**src/rtl/cosim_watchdog_pkg.sv**
```systemverilog
// Shared state encoding and status byte values for the co-simulation watchdog.
package cosim_watchdog_pkg;

    typedef enum logic [1:0] {
        ST_RUN,
        ST_DRAIN,
        ST_DONE,
        ST_FAIL
    } wd_state_e;

    localparam logic [7:0] STATUS_CONTINUE  = 8'h00;
    localparam logic [7:0] STATUS_DONE      = 8'hFF;
    localparam logic [7:0] STATUS_TIMEOUT   = 8'h01;
    localparam logic [7:0] STATUS_UNDERFLOW = 8'h02;
    localparam logic [7:0] STATUS_OVERFLOW  = 8'h03;
    localparam logic [7:0] STATUS_EXT_BASE  = 8'h10;

    function automatic logic [7:0] ext_status(input logic [3:0] code);
        return STATUS_EXT_BASE | {4'h0, code};
    endfunction

endpackage

```
**src/rtl/cosim_watchdog_monitor_idle.sv**
```systemverilog
// Saturating idle-cycle counter; hit fires when the post-update count equals a nonzero limit.
module watchdog_idle_counter #(
    parameter int TIMEOUT_W = 32
) (
    input  logic                 clk_i,
    input  logic                 rst_ni,
    input  logic                 activity_i,
    input  logic                 drain_clr_i,
    input  logic [TIMEOUT_W-1:0] limit_i,
    output logic                 hit_o
);

    logic [TIMEOUT_W-1:0] idle_q, idle_d, idle_inc;

    // Saturation keeps a later, smaller limit from matching on a wrapped count.
    always_comb begin
        idle_inc = idle_q;
        if (activity_i)
            idle_inc = '0;
        else if (!(&idle_q))
            idle_inc = idle_q + TIMEOUT_W'(1);
        idle_d = drain_clr_i ? '0 : idle_inc;
    end

    assign hit_o = (limit_i != '0) && (idle_inc == limit_i);

    always_ff @(posedge clk_i or negedge rst_ni) begin
        if (!rst_ni)
            idle_q <= '0;
        else
            idle_q <= idle_d;
    end

endmodule

```
**src/rtl/cosim_watchdog_monitor.sv**
```systemverilog
// Watchdog poll responder: tracks progress/outstanding work and answers polls with a status byte.
module cosim_watchdog_monitor
    import cosim_watchdog_pkg::*;
#(
    parameter int TIMEOUT_W = 32,
    parameter int OUTST_W   = 8
) (
    input  logic                 clk_i,
    input  logic                 rst_ni,
    input  logic [TIMEOUT_W-1:0] timeout_cycles_i,
    input  logic                 issue_i,
    input  logic                 retire_i,
    input  logic                 finish_req_i,
    input  logic                 error_req_i,
    input  logic [3:0]           error_code_i,
    input  logic                 poll_valid_i,
    output logic                 status_valid_o,
    output logic [7:0]           status_o,
    output logic [63:0]          cycle_count_o
);

    wd_state_e          state_q, state_d;
    logic [OUTST_W-1:0] outst_q, outst_d;
    logic [7:0]         code_q, code_d;
    logic [7:0]         status_q, status_d;
    logic               status_valid_q;
    logic [63:0]        cycle_q;

    logic inc, dec, underflow, overflow, active, tmo_hit, drain_clr;

    assign inc       = issue_i & ~retire_i;
    assign dec       = retire_i & ~issue_i;
    assign underflow = dec && (outst_q == '0);
    assign overflow  = inc && (&outst_q);
    assign active    = (state_q == ST_RUN) || (state_q == ST_DRAIN);
    assign drain_clr = (state_q == ST_RUN) && (state_d == ST_DRAIN);

    watchdog_idle_counter #(.TIMEOUT_W(TIMEOUT_W)) u_idle (
        .clk_i       (clk_i),
        .rst_ni      (rst_ni),
        .activity_i  (issue_i | retire_i),
        .drain_clr_i (drain_clr),
        .limit_i     (timeout_cycles_i),
        .hit_o       (tmo_hit)
    );

    // Fault causes are checked in priority order; the first to fire is the one latched.
    always_comb begin
        state_d = state_q;
        outst_d = outst_q;
        code_d  = code_q;
        if (active) begin
            if (inc && !overflow)
                outst_d = outst_q + OUTST_W'(1);
            else if (dec && !underflow)
                outst_d = outst_q - OUTST_W'(1);

            if (error_req_i) begin
                state_d = ST_FAIL;
                code_d  = ext_status(error_code_i);
            end else if (underflow) begin
                state_d = ST_FAIL;
                code_d  = STATUS_UNDERFLOW;
            end else if (overflow) begin
                state_d = ST_FAIL;
                code_d  = STATUS_OVERFLOW;
            end else if (tmo_hit) begin
                state_d = ST_FAIL;
                code_d  = STATUS_TIMEOUT;
            end else if (state_q == ST_RUN && finish_req_i) begin
                state_d = (outst_d == '0) ? ST_DONE : ST_DRAIN;
            end else if (state_q == ST_DRAIN && outst_d == '0) begin
                state_d = ST_DONE;
            end
        end

        case (state_d)
            ST_FAIL: status_d = code_d;
            ST_DONE: status_d = STATUS_DONE;
            default: status_d = STATUS_CONTINUE;
        endcase
    end

    always_ff @(posedge clk_i or negedge rst_ni) begin
        if (!rst_ni) begin
            state_q        <= ST_RUN;
            outst_q        <= '0;
            code_q         <= STATUS_CONTINUE;
            status_q       <= STATUS_CONTINUE;
            status_valid_q <= 1'b0;
            cycle_q        <= '0;
        end else begin
            state_q        <= state_d;
            outst_q        <= outst_d;
            code_q         <= code_d;
            status_valid_q <= poll_valid_i;
            cycle_q        <= cycle_q + 64'd1;
            if (poll_valid_i)
                status_q <= status_d;
        end
    end

    assign status_valid_o = status_valid_q;
    assign status_o       = status_q;
    assign cycle_count_o  = cycle_q;

endmodule
```
**config.mk**
```make
export PLATFORM = sky130hd
export DESIGN_NAME = cosim_watchdog_monitor
export DESIGN_NICKNAME = d
export VERILOG_FILES = /design/src/rtl/cosim_watchdog_pkg.sv /design/src/rtl/cosim_watchdog_monitor_idle.sv /design/src/rtl/cosim_watchdog_monitor.sv
export SDC_FILE = /design/constraint.sdc
export NUM_CORES = 1
export LEC_CHECK = 0
export CAP_MARGIN = 40
export CELL_PAD_IN_SITES_DETAIL_PLACEMENT = 1
export CELL_PAD_IN_SITES_GLOBAL_PLACEMENT = 2
export CORE_MARGIN = 10
export CORE_UTILIZATION = 34
export CTS_CLUSTER_SIZE = 30
export DETAILED_ROUTE_END_ITERATION = 16
export PLACE_DENSITY_LB_ADDON = 0.08
export SLEW_MARGIN = 15
export SYNTH_ARGS = -nofsm -noshare
export SYNTH_HDL_FRONTEND = slang
export SYNTH_SLANG_ARGS = --single-unit
export TNS_END_PERCENT = 10
```
**constraint.sdc**
```tcl
create_clock -name clk_i -period 5.15 [get_ports clk_i]
set_input_delay 0.515 -clock clk_i [delete_from_list [all_inputs] [get_ports clk_i]]
set_output_delay 0.515 -clock clk_i [all_outputs]
set_load 0.02 [all_outputs]
```
* Yosys cells after proc, flatten, opt, wreduce, memory -nomap -nowiden
Index checks and enable logic that the tools add are counted.
** Cells by class
- Add/subtract/negate cells :: 4
- Equal/unequal tests :: 5
- Muxes and demuxes :: 20
- Bitwise gates (word level) :: 5
- Reduce and logical (&&, ||, !) cells :: 17
** Operators by type and width (number)
- $mux W32 :: 3
- $add A64 B1 Y64 const B :: 1
- $mux W8 :: 8
- $add A32 B1 Y32 const B :: 1
- $eq A32 B32 Y1 :: 1
- $reduce_and A32 Y1 :: 1
- $reduce_bool A32 Y1 :: 1
- $logic_not A8 Y1 :: 2
- $mux W2 :: 8
- $pmux W8 S2 :: 1
- $add A8 B1 Y8 const B :: 1
- $logic_and A1 B1 Y1 :: 8
- $reduce_and A8 Y1 :: 1
- $sub A8 B1 Y8 const B :: 1
- $eq A2 B1 Y1 const B :: 2
- $eq A2 B2 Y1 const B :: 2
- $and A1 B1 Y1 :: 2
- $logic_not A1 Y1 :: 2
- $logic_not A2 Y1 :: 1
- $not A1 Y1 :: 2
- $logic_or A1 B1 Y1 :: 1
- $or A1 B1 Y1 :: 1
** Storage, ports and cells
- Bits in registers :: 123
- Input bits :: 43
- Output and inout port bits :: 73

* Logic depth before layout (Yosys ltp)
Gate-level depths: netlist of run 1.
- Depth in word-level cells :: 20
- Depth in mapped cells :: 14

* Hierarchy
From an unflattened synthesis of run 1, not the netlist that was laid out.
** Second synthesis, totals
- Cells, all modules :: 851
- Area total of the unflattened synthesis :: 7749.9 µm²
** By module, submodules not included
- cosim_watchdog_monitor :: times used 1, cells each 441, area each 4530.6 µm², seq. area each 2277.2 µm²
- watchdog_idle_counter :: times used 1, cells each 410, area each 3219.3 µm², seq. area each 800.8 µm²

* Least setup slack after synthesis of run 1
No wires, ideal clock.
- Kind :: flip-flop to flip-flop
- Start :: reg u_idle.idle_q[0]
- End :: reg status_q[1], in the netlist status_o[1]
- Setup time :: 0.144 ns
- Arrival time :: 3.679 ns
- Required time :: 5.006 ns
- Path slack :: 1.327 ns
- Stages on the path, launching flop included :: 14
- Period minus slack after synthesis :: 3.823 ns
- Cell sequence :: dfrtp_1 -> ha_1 -> nand4_1 -> or4_4 -> buf_6 -> a211o_1 -> or4_4 -> nand3_2 -> nand3b_1 -> or4_4 -> or4_4 -> buf_6 -> a32oi_4 -> o221ai_1
** Between the ends
- Longest elaborated chain between the ends :: 12
- Elaborated cells between the ends (all ways) :: 19
- Classes of those cells :: 1 x add/sub; 3 x eq/ne; 13 x mux; 2 x reduce/logical
** Ends and longest elaborated chain
- start: declaration :: line cosim_watchdog_monitor_idle.sv:13 : logic [TIMEOUT_W-1:0] idle_q, idle_d, idle_inc;
- start signal: assignment :: line cosim_watchdog_monitor_idle.sv:31 : idle_q <= idle_d;
- $add A32 B1 Y32 or $reduce_and A32 Y1 (tied branches) :: line cosim_watchdog_monitor_idle.sv:21, cosim_watchdog_monitor_idle.sv:20
- $mux W32 (*) :: line cosim_watchdog_monitor_idle.sv:20 : else if (!(&idle_q))
- $mux W32 (*) :: line cosim_watchdog_monitor_idle.sv:18 : if (activity_i)
- $eq A32 B32 Y1 (*) :: line cosim_watchdog_monitor_idle.sv:25 : assign hit_o = (limit_i != '0) && (idle_inc == limit_i);
- $logic_and A1 B1 Y1 (*) :: line cosim_watchdog_monitor_idle.sv:25
- $mux W2 :: line cosim_watchdog_monitor.sv:67 : end else if (tmo_hit) begin
- $mux W2 :: line cosim_watchdog_monitor.sv:64 : end else if (overflow) begin
- $mux W2 :: line cosim_watchdog_monitor.sv:61 : end else if (underflow) begin
- $mux W2 :: line cosim_watchdog_monitor.sv:58 : if (error_req_i) begin
- $mux W2 :: line cosim_watchdog_monitor.sv:52 : if (active) begin
- $eq A2 B2 Y1 :: line cosim_watchdog_monitor.sv:77 : case (state_d)
- $pmux W8 S2 (*) :: line cosim_watchdog_monitor.sv:77
- end signal: assignment :: line cosim_watchdog_monitor.sv:99 : status_q <= status_d;
- end: declaration :: line cosim_watchdog_monitor.sv:25 : logic [7:0] status_q, status_d;
Every way passes the cells marked *; elsewhere a longest branch is shown, timed or not.
A chain may end at the register's enable or synchronous reset.

* Final worst setup path of run 1
- Start :: reg u_idle.idle_q[3]
- End :: reg status_q[3], in the netlist status_o[3]
The elaborated chain is that of the path after synthesis.

==> impl_metrics.yaml, run 1 <==
run_status:
  status: "complete, no violations"
sta:
  hold_ws_ns: 0.4685
  setup_tns_ns: 0
  min_period_ns: 4.469
  finalHoldViolations: 0
  finalCritPeriodShare_pct: 86.77
  clock.fmax_mhz: 223.8
  slew_headroom_pct: 42.48
  fin_skew_ns: 0.02197
  setup_violations: 0
  tightest_slew_ns: 0.8519
  slew_viol_final: 0
  rsz0062_at_grt: "false"
route:
  ant_nets: 0
  routed_wl_um: 26750
  drt-initial-drc-count: 362
  route.detailed.drc: 0
  vias_per_cell: 5.600
  dr.pass1.iters: 5
  post_drt_wl_per_cell_um: 21.80
  num_vias: 6871
clock_network:
  clockRootBuffer: "clkbuf_16"
  clockBufferDepth: 2
  cts_tree: "done"
  clk_pin_slew_ns: 0.06
  htreeDepth: 4
  post_cts_resized: 0
  cts_made_buffers: 17
  clock_latency_ns: 0.43
  clkSinkCount: 123
cells_and_area:
  stdcell_count: 1227
  finish.utilization_pct: 44.13
  finalInstanceArea_sq_um: 9570
  antenna_cells: 0
  final_net_count: 983
  fillers: 2461
  final_layout_size_suffix_gt1_share_pct: 8.237
  syn_to_final_growth_pct: 28.25
yosys:
  postSynthAreaPerCell_sq_um: 9.156
  async_flop_share_pct: 100.0
  synthCells: 815
  netlist_top_cells_area: "dfrtp_1 (41%), xnor2_1 (8.6%), nand2_1 (4.0%)"
  synth_edf_count: 0
  ys_types: 78
  yosys-top-cells-count: "dfrtp_1 (123), nand2_1 (80), nor2_1 (76), xnor2_1 (73), nand3_1 (45)"
  yosysSeqAreaShare_pct: 41.25
  synth_area_leader_cell: "dfrtp_1"
  synth-seq-cells: 123
  syn_nets: 863
  yosysMostFrequentCell: "dfrtp_1"
  synthesis.area_sq_um: 7462
  ys_warn_count: 0
  post-synth-top-area-fraction_pct: 41.25
  synth_flop_cell: "dfrtp_1"
power:
  p_per_area_nw_per_um2: 247.3
  leakagePower_nw: 3.722
  ir_drop_uv: 189.4
global_routing:
  grt_max_degree: 60
  grt_pass1_wl_um: 42940
  overflow: 0
  grt_antenna_before_repair: 0
  grt_usage_pct: 18.84
  grt_pass1_vias: 7524
placement:
  postPlaceCellArea_sq_um: 8954
  place_hpwl_um: 20670
  port_buffers: 115
  placedCellCount: 1194
  place_congestion: 0.9114
job:
  cap_violations: 0
setup_path:
  path_common_cell: "or4_4"
  critical_path_class: "flip-flop to flip-flop"
  critical_path.max_fanout: 19
  crit_path_start_kind: "flip-flop"
  crit_path_top_delay_cell: "or4_4"
  crit_chain: "nand4_4, or4_4, nor3_4, buf_4, mux2i_1, xnor2_1, nand4_1, or4_4, or4_4, a32oi_4, o221ai_1"
  required_ns: 5.43
  cp.arrival_ns: 4.75
  end_kind: "flip-flop"
  cpPeakStageDelay_ns: 0.70
die:
  die_h_um: 168.1
  core_sq_um: 21690
  die_width_um: 168.1
  initial_core_util_pct: 34.41
  pin_count: 116
  num_rows: 54
  die-area_sq_um: 28270
worst_hold_path:
  min_path_type: "input port to async pin"
[where the power goes]
group	switching, W	internal [W]
combinational	0.000102	0.0000702
clock	0.000479	0.000725
sequential	0.0000137	0.000977
[worst max-delay path, delay by kind of cell (launching register included)]
kind | cells | cell delay, ns
AO/OA/AOI/OAI | 2 | 0.48
XOR/XNOR | 1 | 0.18
buffers and inverters | 1 | 0.32
flip-flops | 1 | 0.68
multiplexers | 1 | 0.45
AND/OR/NAND/NOR | 6 | 2.21
[stage by stage]
step	worst slack, ns	power [W]
after floorplan	1.327	0.001074
after global placement	0.7859	0.001175
after detailed placement	0.7523	0.001179
after CTS	0.7422	0.002394
after global routing	0.5832	0.002454
final	0.6812	0.002367
[cell type report]
class                      instances  area (sq um)  share of cell area (%)
sequential                       123          3078                   32.16
clock inverter                    13         140.1                   1.464
tap                              280         350.3                   3.661
clock buffer                      18         439.2                   4.589
multi-input combinational        623          4109                   42.93
inverter                          34         127.6                   1.334
timing repair buffer             136          1326                   13.86
[cells by family (layout without fill, tap and decap cells)]
family,count (synthesis),in the layout,synth area share [%]
compound gates,136,136,14.40
flops,123,123,41.25
xor+xnor,95,95,11.15
simple gates,376,376,27.00
buf+inv,69,201,3.873
mux,11,11,1.492
fa+ha+maj,5,5,0.8384
[state kept, by name, summed over array words and instances, names as in the netlist]
register and flops:
state_q 2, u_idle.idle_q 32, status_valid_o 1, outst_q 8, cycle_count_o 64, status_o 8, code_q 8
[worst paths after layout]
kind / cells after the start / end / slack (ns) / startpoint
hold / removal: 2 / u_idle.idle_q[0] / 0.47 / rst_ni
setup / recovery: 11 / status_o[3] / 0.68 / u_idle.idle_q[3]
max in group asynchronous: 3 / u_idle.idle_q[23] / 3.78 / rst_ni
hold reg to reg: 1 / cycle_count_o[63] / 0.48 / cycle_count_o[63]
setup reg to reg: 11 / status_o[3] / 0.68 / u_idle.idle_q[3]
min in group clk_i: 1 / cycle_count_o[63] / 0.48 / cycle_count_o[63]
[timing repair]
item | CTS | global route
buffers inserted | 0 | 0
hold buffers | 0 | 1
hold endpoints to repair | 0 | 7
[routing by layer]
metal	up-vias	global-route usage [%]	wire [um]
li1	3217	-	-
met1	3456	22.35	11490
met2	160	32.86	13470
met3	38	4.284	1186
met4	0	6.056	603
met5	-	0	0
[placed cells by master (no fill, tap or decap), drive strengths merged, types with 25 or more instances in the layout]
master	netlist	final
nor2	76	76
inv	34	38
dfrtp	123	123
nor3	36	36
clkdlybuf4s50	0	114
o21ai	30	30
nand2	80	80
xnor2	73	73
nand3	46	46
nand4	25	25
(Power assumes the default switching activity.)
==> run 2, diff against run 1 <==
--- a/config.mk
+++ b/config.mk
@@ -10,8 +10,10 @@
 export CELL_PAD_IN_SITES_GLOBAL_PLACEMENT = 2
 export CORE_MARGIN = 10
 export CORE_UTILIZATION = 34
+export CTS_CLUSTER_DIAMETER = 150
 export CTS_CLUSTER_SIZE = 30
 export DETAILED_ROUTE_END_ITERATION = 16
+export HOLD_SLACK_MARGIN = 0.03
 export PLACE_DENSITY_LB_ADDON = 0.08
 export SLEW_MARGIN = 15
 export SYNTH_ARGS = -nofsm -noshare
==> results of run 2 <==
No change in the layout: final DEF, timing and power equal those of run 1.
